### config.mk
export PLATFORM = sky130hd
export DESIGN_NAME = ship_placement_ctrl
export DESIGN_NICKNAME = d
export VERILOG_FILES = /design/src/rtl/ship_placement_ctrl_pkg.sv /design/src/rtl/ship_placement_ctrl_placement_checker.sv /design/src/rtl/ship_placement_ctrl.sv
export SDC_FILE = /design/constraint.sdc
export NUM_CORES = 1
export LEC_CHECK = 0
export CAP_MARGIN = 20
export CORE_MARGIN = 3
export CORE_UTILIZATION = 51
export CTS_CLUSTER_SIZE = 28
export DETAILED_ROUTE_END_ITERATION = 12
export GPL_TIMING_DRIVEN = 0
export MAX_ROUTING_LAYER = met4
export PLACE_DENSITY_LB_ADDON = 0.15
export SETUP_SLACK_MARGIN = 0.5
export SYNTH_ARGS = -nofsm -noshare
export SYNTH_HDL_FRONTEND = slang
export SYNTH_SLANG_ARGS = --single-unit
### constraint.sdc
create_clock -name clock -period 3.6 [get_ports clock]
set_clock_uncertainty 0.05 [all_clocks]
set_input_delay 0.54 -clock clock [delete_from_list [all_inputs] [get_ports clock]]
set_output_delay 0.54 -clock clock [all_outputs]
set_load 0.01 [all_outputs]
### src/rtl/ship_placement_ctrl_pkg.sv
// Shared constants, state encoding and fleet table for the ship placement controller.
// Ship 0 is placed first; lengths come from SHIP_LEN in index order.
package ship_placement_ctrl_pkg;

    localparam int BOARD_DIM  = 8;
    localparam int NUM_SHIPS  = 3;
    localparam int SAMPLE_GAP = 4;
    localparam int MAX_RETRY  = 15;
    localparam int MAX_LEN    = 3;
    localparam int GAP_W      = $clog2(SAMPLE_GAP);
    localparam int RETRY_W    = $clog2(MAX_RETRY + 1);

    localparam logic HORIZ = 1'b0;
    localparam logic VERT  = 1'b1;

    localparam logic [1:0] SHIP_LEN [NUM_SHIPS] = '{2'd3, 2'd2, 2'd2};

    typedef enum logic [2:0] {
        IDLE     = 3'd0,
        WAIT_ROW = 3'd1,
        WAIT_COL = 3'd2,
        CHECK    = 3'd3,
        COMMIT   = 3'd4,
        DONE     = 3'd5,
        FAIL     = 3'd6
    } state_t;

    // Out-of-range ship indices map to length 0, which the checker never accepts.
    function automatic logic [1:0] ship_len(input logic [1:0] idx);
        ship_len = 2'd0;
        for (int i = 0; i < NUM_SHIPS; i++) begin
            if (idx == 2'(i)) begin
                ship_len = SHIP_LEN[i];
            end
        end
    endfunction

endpackage

### src/rtl/ship_placement_ctrl_placement_checker.sv
// Combinational fit test for one candidate ship: stays on the board and
// touches no occupied cell.
module placement_checker
    import ship_placement_ctrl_pkg::*;
(
    input  logic [2:0]  row,
    input  logic [2:0]  col,
    input  logic        dir,
    input  logic [1:0]  len,
    input  logic [63:0] occupancy,
    output logic        fits
);

    logic [3:0]         tail;
    logic               in_bounds;
    logic [MAX_LEN-1:0] hit;

    // Tail coordinate is one bit wider than the board index so it cannot wrap.
    always_comb begin
        tail      = ((dir == VERT) ? {1'b0, row} : {1'b0, col}) + {2'b00, len} - 4'd1;
        in_bounds = (len != 2'd0) && (tail <= 4'(BOARD_DIM - 1));
    end

    generate
        for (genvar gi = 0; gi < MAX_LEN; gi++) begin : g_cell
            logic [2:0] cell_row;
            logic [2:0] cell_col;
            logic [5:0] cell_idx;
            assign cell_row = (dir == VERT)  ? row + 3'(gi) : row;
            assign cell_col = (dir == HORIZ) ? col + 3'(gi) : col;
            assign cell_idx = 6'({3'b000, cell_row} * 6'(BOARD_DIM)) + {3'b000, cell_col};
            assign hit[gi]  = (2'(gi) < len) && occupancy[cell_idx];
        end
    endgenerate

    assign fits = in_bounds && (hit == '0);

endmodule

### src/rtl/ship_placement_ctrl.sv
// Places the fleet on the 8x8 board from the shared random source, retrying
// rejected candidates and streaming accepted cells to the board RAM.
module ship_placement_ctrl
    import ship_placement_ctrl_pkg::*;
(
    input  logic        clock,
    input  logic        reset,
    input  logic        start,
    input  logic [2:0]  rnd_pos,
    input  logic        rnd_dir,
    output logic        busy,
    output logic        done,
    output logic        fail,
    output logic        wr_en,
    output logic [2:0]  wr_row,
    output logic [2:0]  wr_col,
    output logic [1:0]  wr_ship,
    output logic [63:0] occupancy
);

    state_t             state_q, state_d;
    logic [GAP_W-1:0]   gap_q, gap_d;
    logic [RETRY_W-1:0] retry_q, retry_d;
    logic [1:0]         ship_q, ship_d;
    logic [1:0]         cell_q, cell_d;
    logic [2:0]         row_q, row_d;
    logic [2:0]         col_q, col_d;
    logic               dir_q, dir_d;
    logic [63:0]        occ_q, occ_d;
    logic [2:0]         last_row_q, last_row_d;
    logic [2:0]         last_col_q, last_col_d;
    logic [1:0]         last_ship_q, last_ship_d;

    logic [1:0] len;
    logic       fits;
    logic       gap_last;
    logic [2:0] cell_row;
    logic [2:0] cell_col;
    logic [5:0] cell_idx;

    assign len      = ship_len(ship_q);
    assign gap_last = (gap_q == GAP_W'(SAMPLE_GAP - 1));
    assign cell_row = (dir_q == VERT)  ? row_q + {1'b0, cell_q} : row_q;
    assign cell_col = (dir_q == HORIZ) ? col_q + {1'b0, cell_q} : col_q;
    assign cell_idx = 6'({3'b000, cell_row} * 6'(BOARD_DIM)) + {3'b000, cell_col};

    placement_checker u_checker (
        .row       (row_q),
        .col       (col_q),
        .dir       (dir_q),
        .len       (len),
        .occupancy (occ_q),
        .fits      (fits)
    );

    always_ff @(posedge clock or posedge reset) begin
        if (reset) begin
            state_q     <= IDLE;
            gap_q       <= '0;
            retry_q     <= '0;
            ship_q      <= '0;
            cell_q      <= '0;
            row_q       <= '0;
            col_q       <= '0;
            dir_q       <= HORIZ;
            occ_q       <= '0;
            last_row_q  <= '0;
            last_col_q  <= '0;
            last_ship_q <= '0;
        end else begin
            state_q     <= state_d;
            gap_q       <= gap_d;
            retry_q     <= retry_d;
            ship_q      <= ship_d;
            cell_q      <= cell_d;
            row_q       <= row_d;
            col_q       <= col_d;
            dir_q       <= dir_d;
            occ_q       <= occ_d;
            last_row_q  <= last_row_d;
            last_col_q  <= last_col_d;
            last_ship_q <= last_ship_d;
        end
    end

    always_comb begin
        state_d     = state_q;
        gap_d       = gap_q;
        retry_d     = retry_q;
        ship_d      = ship_q;
        cell_d      = cell_q;
        row_d       = row_q;
        col_d       = col_q;
        dir_d       = dir_q;
        occ_d       = occ_q;
        last_row_d  = last_row_q;
        last_col_d  = last_col_q;
        last_ship_d = last_ship_q;

        case (state_q)
            IDLE, DONE, FAIL: begin
                if (start) begin
                    occ_d   = '0;
                    ship_d  = '0;
                    retry_d = '0;
                    gap_d   = '0;
                    state_d = WAIT_ROW;
                end
            end
            WAIT_ROW: begin
                if (gap_last) begin
                    row_d   = rnd_pos;
                    gap_d   = '0;
                    state_d = WAIT_COL;
                end else begin
                    gap_d = gap_q + 1'b1;
                end
            end
            WAIT_COL: begin
                if (gap_last) begin
                    col_d   = rnd_pos;
                    dir_d   = rnd_dir;
                    gap_d   = '0;
                    state_d = CHECK;
                end else begin
                    gap_d = gap_q + 1'b1;
                end
            end
            CHECK: begin
                if (fits) begin
                    cell_d  = '0;
                    state_d = COMMIT;
                end else if (retry_q == RETRY_W'(MAX_RETRY)) begin
                    state_d = FAIL;
                end else begin
                    retry_d = retry_q + 1'b1;
                    state_d = WAIT_ROW;
                end
            end
            COMMIT: begin
                occ_d[cell_idx] = 1'b1;
                last_row_d      = cell_row;
                last_col_d      = cell_col;
                last_ship_d     = ship_q;
                if (cell_q == len - 2'd1) begin
                    if (ship_q == 2'(NUM_SHIPS - 1)) begin
                        state_d = DONE;
                    end else begin
                        ship_d  = ship_q + 2'd1;
                        retry_d = '0;
                        state_d = WAIT_ROW;
                    end
                end else begin
                    cell_d = cell_q + 2'd1;
                end
            end
            default: state_d = IDLE;
        endcase
    end

    // Write address is live during COMMIT and otherwise holds the last written cell.
    always_comb begin
        busy      = 1'b0;
        done      = 1'b0;
        fail      = 1'b0;
        wr_en     = 1'b0;
        wr_row    = last_row_q;
        wr_col    = last_col_q;
        wr_ship   = last_ship_q;
        occupancy = occ_q;
        case (state_q)
            WAIT_ROW, WAIT_COL, CHECK: busy = 1'b1;
            COMMIT: begin
                busy    = 1'b1;
                wr_en   = 1'b1;
                wr_row  = cell_row;
                wr_col  = cell_col;
                wr_ship = ship_q;
            end
            DONE:    done = 1'b1;
            FAIL:    fail = 1'b1;
            default: ;
        endcase
    end

endmodule

==> flow_metrics.env, run 1 <==
export IMPL_status="finished clean"
export IMPL_ios=83
export IMPL_start_util_pct=52.70
export IMPL_routed_via_density=6.401
export IMPL_grtUsageTotal_pct=34.15
export IMPL_dominantRegCellSynth="dfrtp_1"
export IMPL_wl_per_cell_um=24.17
export IMPL_dp_cells=930
export IMPL_final_max_slew_viol_count=0
export IMPL_p_per_area_mw_per_mm2=895.0
export IMPL_first_iter_violations=742
export IMPL_firstDrtPassIters=5
export IMPL_tightest_slew_ns=0.8051
export IMPL_cap_violations=0
export IMPL_num_antenna_cells=0
export IMPL_grt_overflow_total=0
export IMPL_vdd_drop_max_mv=0.5031
export IMPL_synth_net_count=699
export IMPL_ctsHtreeMaxLevel=3
export IMPL_async_flop_share_pct=100.0
export IMPL_fillCellCount=1008
export IMPL_root_buffer="clkbuf_16"
export IMPL_ys_seq_elements=92
export IMPL_syn_to_final_growth_pct=26.08
export IMPL_dpl_cell_area_mm2=0.007540
export IMPL_antenna_found_initial=0
export IMPL_clk_pin_slew_ns=0.07
export IMPL_power_leakage_nw=3.278
export IMPL_core_mm2=0.01216
export IMPL_fin_nets=806
export IMPL_drc=0
export IMPL_clkLatencyLatePin_ns=0.36
export IMPL_synth_area_mm2=0.006409
export IMPL_final_setup_tns_ns=0
export IMPL_rsz0062_at_grt="true"
export IMPL_clock_sinks=92
export IMPL_drtAntennaViolNets=0
export IMPL_place_gp_congestion=1.004
export IMPL_dieHeight_um=118.1
export IMPL_syn_instance_count=678
export IMPL_grt_max_degree=55
export IMPL_dr_total_vias=6132
export IMPL_cp_data_required_time_ns=3.80
export IMPL_drive_above_1_share_pct=16.33
export IMPL_io_buffers=82
export IMPL_endpoint_kind="flip-flop"
export IMPL_yosys_warnings=0
export IMPL_ff2ff_setup_slack_ns=0.13
export IMPL_die_w_um=118.1
export IMPL_die_area_mm2=0.01395
export IMPL_wirelength_um=23160
export IMPL_pre_cts_ws_ns=-0.1043
export IMPL_cts_tree="built"
export IMPL_grt_pass1_wl_um=35490
export IMPL_dp_hpwl_um=17060
export IMPL_start_kind="flip-flop"
export IMPL_rows=40
export IMPL_hold_viol_final=0
export IMPL_arrival_ns=3.68
export IMPL_synth_edf_count=0
export IMPL_final_cells=958
export IMPL_final_cell_area_mm2=0.008080
export IMPL_min_path_type="flip-flop to flip-flop"
export IMPL_ys_seq_area_share_pct=35.92
export IMPL_grt_pass1_vias=5953
export IMPL_multiInputGateArea_mm2=0.003895
export IMPL_ys_types=79
export IMPL_cts_buffers=9
export IMPL_fin_crit_sh_pct=96.49
export IMPL_syn_avg_cell_area_um2=9.452
export IMPL_seqCellArea_mm2=0.002303
export IMPL_cp_max_fo=5
export IMPL_ctsLongestPathBuffers=2
export IMPL_critPathKind="flip-flop to flip-flop"
export IMPL_hold_ws_ns=0.4429
export IMPL_setup_viol=0
export IMPL_fmax_mhz=287.9
export IMPL_period_minus_slack_ns=3.474
export IMPL_slew_headroom_pct=46.06
export IMPL_setup_ws_ns=0.1265
cells in the mapped netlist (all sizes together) (3+ instances only):
cell type / n / area, um^2
nand2: 128 / 480.5
dfrtp: 92 / 2302
o21ai: 89 / 445.4
mux2i: 45 / 462.9
nor2: 36 / 135.1
mux4: 25 / 581.8
a21oi: 20 / 100.1
buf: 20 / 160.2
clkbuf: 18 / 101.4
o22ai: 18 / 112.6
inv: 16 / 60.06
nand3: 15 / 80.08
mux2: 13 / 146.4
ha: 12 / 150.1
xnor2: 11 / 111.4
nand2b: 9 / 56.30
and2: 8 / 51.30
nor2b: 8 / 50.05
or3: 8 / 50.05
a22oi: 6 / 45.04
xor2: 6 / 71.32
a31oi: 4 / 25.02
a32o: 4 / 40.04
nor3: 4 / 31.28
o211ai: 4 / 30.03
or2: 4 / 25.02
a21o: 3 / 26.28
nand4b: 3 / 32.53
o21a: 3 / 22.52
o221ai: 3 / 26.28
sequential cells by signal (all words and copies together), names as in the netlist:
signal	flops
state_q	3
last_ship_q	2
last_row_q	3
ship_q	2
occupancy	64
col_q	3
row_q	3
last_col_q	3
retry_q	4
cell_q	2
dir_q	1
gap_q	2
repair_timing:
item / CTS / global route
cloned: 1 / 0
setup buffers: 11 / 0
gates resized for setup: 31 / 15
pin swaps: 17 / 11
endpoints found under the setup margin: 18 / 14
hold buffers: 0 / 0
where the power goes:
| group | internal (mW) | switching [mW] | total [mW] |
|---|---|---|---|
| registers | 1.19 | 0.199 | 1.39 |
| logic | 2.00 | 2.87 | 4.87 |
| clock network | 0.559 | 0.417 | 0.976 |
placed cells by master, fill, tap and decap left out, types with 14 or more instances in the layout:
master / count
nand2_1: 128
dfrtp_1: 91
o21ai_0: 80
clkdlybuf4s50_1: 78
mux2i_1: 44
nor2_1: 33
mux4_2: 20
a21oi_1: 17
o22ai_1: 16
inv_1: 14
nand3_1: 14
metal layers:
layer	track usage [%]	routed length, um	part of all wire [%]	vias to the layer above
li1	-	-	-	2699
met1	47.25	9796	42	3055
met2	49.62	10420	45	327
met3	6.055	2053	8.9	51
met4	14.51	887	3.8	0
met5	-	0	0	-
metrics by stage:
step | utilization [%] | total power [mW]
final | 66.44 | 7.232
after global placement | 61.66 | 5.494
after global routing | 66.44 | 7.572
after floorplan | - | 4.286
after detailed placement | 62.00 | 5.589
after CTS | 66.08 | 7.040
area by class of cell:
cell class | instances | share of cell area (%)
flip-flops and latches | 92 | 28.51
clock inverters | 5 | 0.7587
inverters | 16 | 0.7742
repair buffers | 96 | 12.19
multi-input cells | 532 | 48.20
clock buffers | 11 | 3.004
well taps | 168 | 2.601
plain buffers | 38 | 3.964
cells by family (layout without fill, tap and decap cells):
| family | after synthesis | after routing | synth area share [%] |
|---|---|---|---|
| AND/OR/NAND/NOR | 233 | 233 | 16.71 |
| AO/OA/AOI/OAI | 185 | 185 | 17.94 |
| buffers and inverters | 54 | 166 | 5.018 |
| flip-flops | 92 | 92 | 35.92 |
| XOR/XNOR | 17 | 17 | 2.851 |
| adder cells (fa/ha/maj) | 14 | 14 | 2.968 |
| multiplexers | 83 | 83 | 18.59 |
worst paths after layout:
| path | from | end | cells after the start |
|---|---|---|---|
| min in group asynchronous | reset | occupancy[28] | 2 |
| setup / recovery | dir_q | cell_q[1] | 19 |
| hold reg to reg | last_row_q[2] | last_row_q[2] | 2 |
| setup reg to reg | dir_q | cell_q[1] | 19 |
| hold / removal | last_row_q[2] | last_row_q[2] | 2 |
| max in group asynchronous | reset | occupancy[50] | 3 |
critical path, cell delays in order (launching register included):
cell	delay, ns
dfrtp_1	0.40
buf_8	0.13
buf_8	0.11
buf_8	0.11
buf_8	0.11
buf_8	0.11
a21oi_4	0.13
ha_2	0.19
inv_2	0.04
ha_4	0.25
nor2b_4	0.13
o22ai_2	0.09
xnor2_1	0.14
nor2_2	0.18
nand4b_1	0.14
a311o_1	0.39
nor3_4	0.20
buf_12	0.15
nand3_4	0.06
a32o_1	0.27
Power figures use the tool's default switching activity.
==> run 2: changes to the inputs <==
--- a/config.mk
+++ b/config.mk
@@ -11,8 +11,8 @@
 export CTS_CLUSTER_SIZE = 28
 export DETAILED_ROUTE_END_ITERATION = 12
 export GPL_TIMING_DRIVEN = 0
-export MAX_ROUTING_LAYER = met4
 export PLACE_DENSITY_LB_ADDON = 0.15
+export RECOVER_POWER = 50
 export SETUP_SLACK_MARGIN = 0.5
 export SYNTH_ARGS = -nofsm -noshare
 export SYNTH_HDL_FRONTEND = slang
==> flow_metrics.env, run 2 (synthesis results as in run 1) <==
export IMPL_antenna_found_initial=0
export IMPL_wl_per_cell_um=24.12
export IMPL_cts_buffers=9
export IMPL_clock_power_share_pct=14.8
export IMPL_first_iter_violations=743
export IMPL_dieHeight_um=118.1
export IMPL_endpoint_kind="flip-flop"
export IMPL_cp_max_fo=3
export IMPL_combPwrFrac_pct=65.7
export IMPL_ctsLongestPathBuffers=2
export IMPL_fillCellCount=1002
export IMPL_top_layer="met4"
export IMPL_drtAntennaViolNets=0
export IMPL_hold_start="last_row_q[0]"
export IMPL_fin_crit_sh_pct=93.74
export IMPL_dr_wl_met3_um=1873
export IMPL_drc=1
export IMPL_core_mm2=0.01216
export IMPL_cap_violations=1
export IMPL_grt_max_degree=54
export IMPL_die_area_mm2=0.01395
export IMPL_rsz0062_at_grt="true"
export IMPL_slew_headroom_pct=-29.67
export IMPL_cts_tree="built"
export IMPL_swShare_pct=47.79
export IMPL_hold_path_cell_count=2
export IMPL_io_buffers=82
export IMPL_place_gp_congestion=1.042
export IMPL_largest_reg_flops=64
export IMPL_seqPwrFrac_pct=19.5
export IMPL_layout_commonest_cell="nand2_1"
export IMPL_dr_total_vias=6174
export IMPL_drt_met1_wl_um=9997
export IMPL_syn_to_final_growth_pct=25.99
export IMPL_fmax_mhz=296.3
export IMPL_grt_pass1_wl_um=36050
export IMPL_status="finished with violations"
export IMPL_drive_above_1_share_pct=15.91
export IMPL_num_antenna_cells=0
export IMPL_reg2reg_depth=18
export IMPL_ios=83
export IMPL_hold_viol_final=0
export IMPL_hold_ws_ns=0.4272
export IMPL_start_kind="flip-flop"
export IMPL_clkLatencyLatePin_ns=0.36
export IMPL_final_cell_mix="128 x nand2_1, 91 x dfrtp_1, 82 x o21ai_0"
export IMPL_grtUsageTotal_pct=33.38
export IMPL_regToRegEndpoint="cell_q[1]"
export IMPL_p_per_area_mw_per_mm2=882.5
export IMPL_reg2reg_from="dir_q"
export IMPL_pre_cts_ws_ns=-0.1254
export IMPL_grt_overflow_total=0
export IMPL_clock_sinks=92
export IMPL_dp_cells=930
export IMPL_setup_ws_ns=0.2254
export IMPL_routed_via_density=6.431
export IMPL_tightest_slew_ns=1.934
export IMPL_grt_pass1_vias=6198
export IMPL_final_max_slew_viol_count=40
export IMPL_wl_met2_um=10360
export IMPL_critPathKind="flip-flop to flip-flop"
export IMPL_period_minus_slack_ns=3.375
export IMPL_dp_hpwl_um=16870
export IMPL_rows=40
export IMPL_seqCellArea_mm2=0.002303
export IMPL_wirelength_um=23160
export IMPL_ctsHtreeMaxLevel=3
export IMPL_die_w_um=118.1
export IMPL_final_cells=960
export IMPL_cp_data_required_time_ns=3.79
export IMPL_violations="design-rule violations, max-capacitance violations, max-slew violations"
export IMPL_fin_nets=808
export IMPL_hold_buffers=0
export IMPL_min_path_type="flip-flop to flip-flop"
export IMPL_multiInputGateArea_mm2=0.003889
export IMPL_p_switching_mw=3.405
export IMPL_root_buffer="clkbuf_16"
export IMPL_ff2ff_setup_slack_ns=0.23
export IMPL_fin_util_pct=66.39
export IMPL_clk_pin_slew_ns=0.06
export IMPL_arrival_ns=3.57
export IMPL_min_delay_worst_endpoint="last_row_q[0]"
export IMPL_setup_viol=0
export IMPL_firstDrtPassIters=12
export IMPL_start_util_pct=52.70
export IMPL_power_leakage_nw=3.387
export IMPL_vdd_drop_max_mv=0.3937
export IMPL_p_int_mw=3.720
-- run 2: cell count changes in the layout (fill, tap and decap cells not counted), moves of 2 or more --
cell / delta
buf_6: +3
clkbuf_1: +3
clkdlybuf4s50_1: -25
clkinv_2: +2
clkinvlp_4: -2
dlygate4sd3_1: +25
o21ai_0: +2
xnor2_1: -2
-- run 2: metal layers --
layer / vias to the layer above / GRT usage (%)
li1: 2698 / -
met1: 3082 / 47.48
met2: 337 / 49.52
met3: 57 / 5.815
met4: 0 / 15.97
met5: - / 0
-- run 2: per-stage QoR --
stage	total power [mW]	cell area (um^2)	setup TNS, ns
floorplan	4.286	6467	0
global placement	5.463	7498	-54.14
detailed placement	5.553	7540	-0.2554
CTS	6.859	7998	0
global route	7.458	8074	0
finish	7.125	8074	0
-- run 2: what timing repair did --
action / in CTS / in global routing
buffers inserted: 11 / 3
pin swaps: 20 / 8
resized for setup: 25 / 16
endpoints found under the setup margin: 17 / 14
-- run 2: worst max-delay path, cell delays in order, from the launching register on --
cell      delay [ns]
dfrtp_1         0.39
buf_8           0.13
buf_8           0.11
buf_8           0.11
buf_8           0.11
buf_8           0.11
a21oi_4         0.13
ha_2            0.18
inv_2           0.04
ha_4            0.25
nor2b_4         0.13
o22ai_2         0.09
xnor2_2         0.16
nor2_2          0.14
nand4b_1        0.13
a311o_1         0.33
nor3_4          0.23
nand3_2         0.12
a32o_1          0.29
-- run 2: how the worst max path moves through the flow --
stage / from / end / slack [ns] / depth (start not counted)
floorplan: dir_q / cell_q[1] / 0.41 / 18
global placement: reset / occupancy[57] / -0.60 / 2
detailed placement: dir_q / cell_q[1] / -0.13 / 18
CTS: dir_q / cell_q[1] / 0.12 / 18
global route: dir_q / cell_q[1] / 0.09 / 18
finish: dir_q / cell_q[1] / 0.23 / 18
-- run 2: area by class of cell --
cell class	instances	share of cell area, %
multi-input combinational	532	48.16
sequential	92	28.53
timing repair buffer	98	12.07
tap	168	2.603
inverter	16	0.7593
buffer	38	3.843
clock buffer	10	2.960
clock inverter	6	1.069
-- run 2: power by group through the flow --
stage	Sequential, mW	Clock (mW)	Combinational [mW]
after floorplan	1.34	0	2.94
after global placement	1.38	0	4.08
after detailed placement	1.39	0	4.16
after CTS	1.38	1.06	4.43
after global routing	1.41	1.11	4.94
final	1.39	1.06	4.68
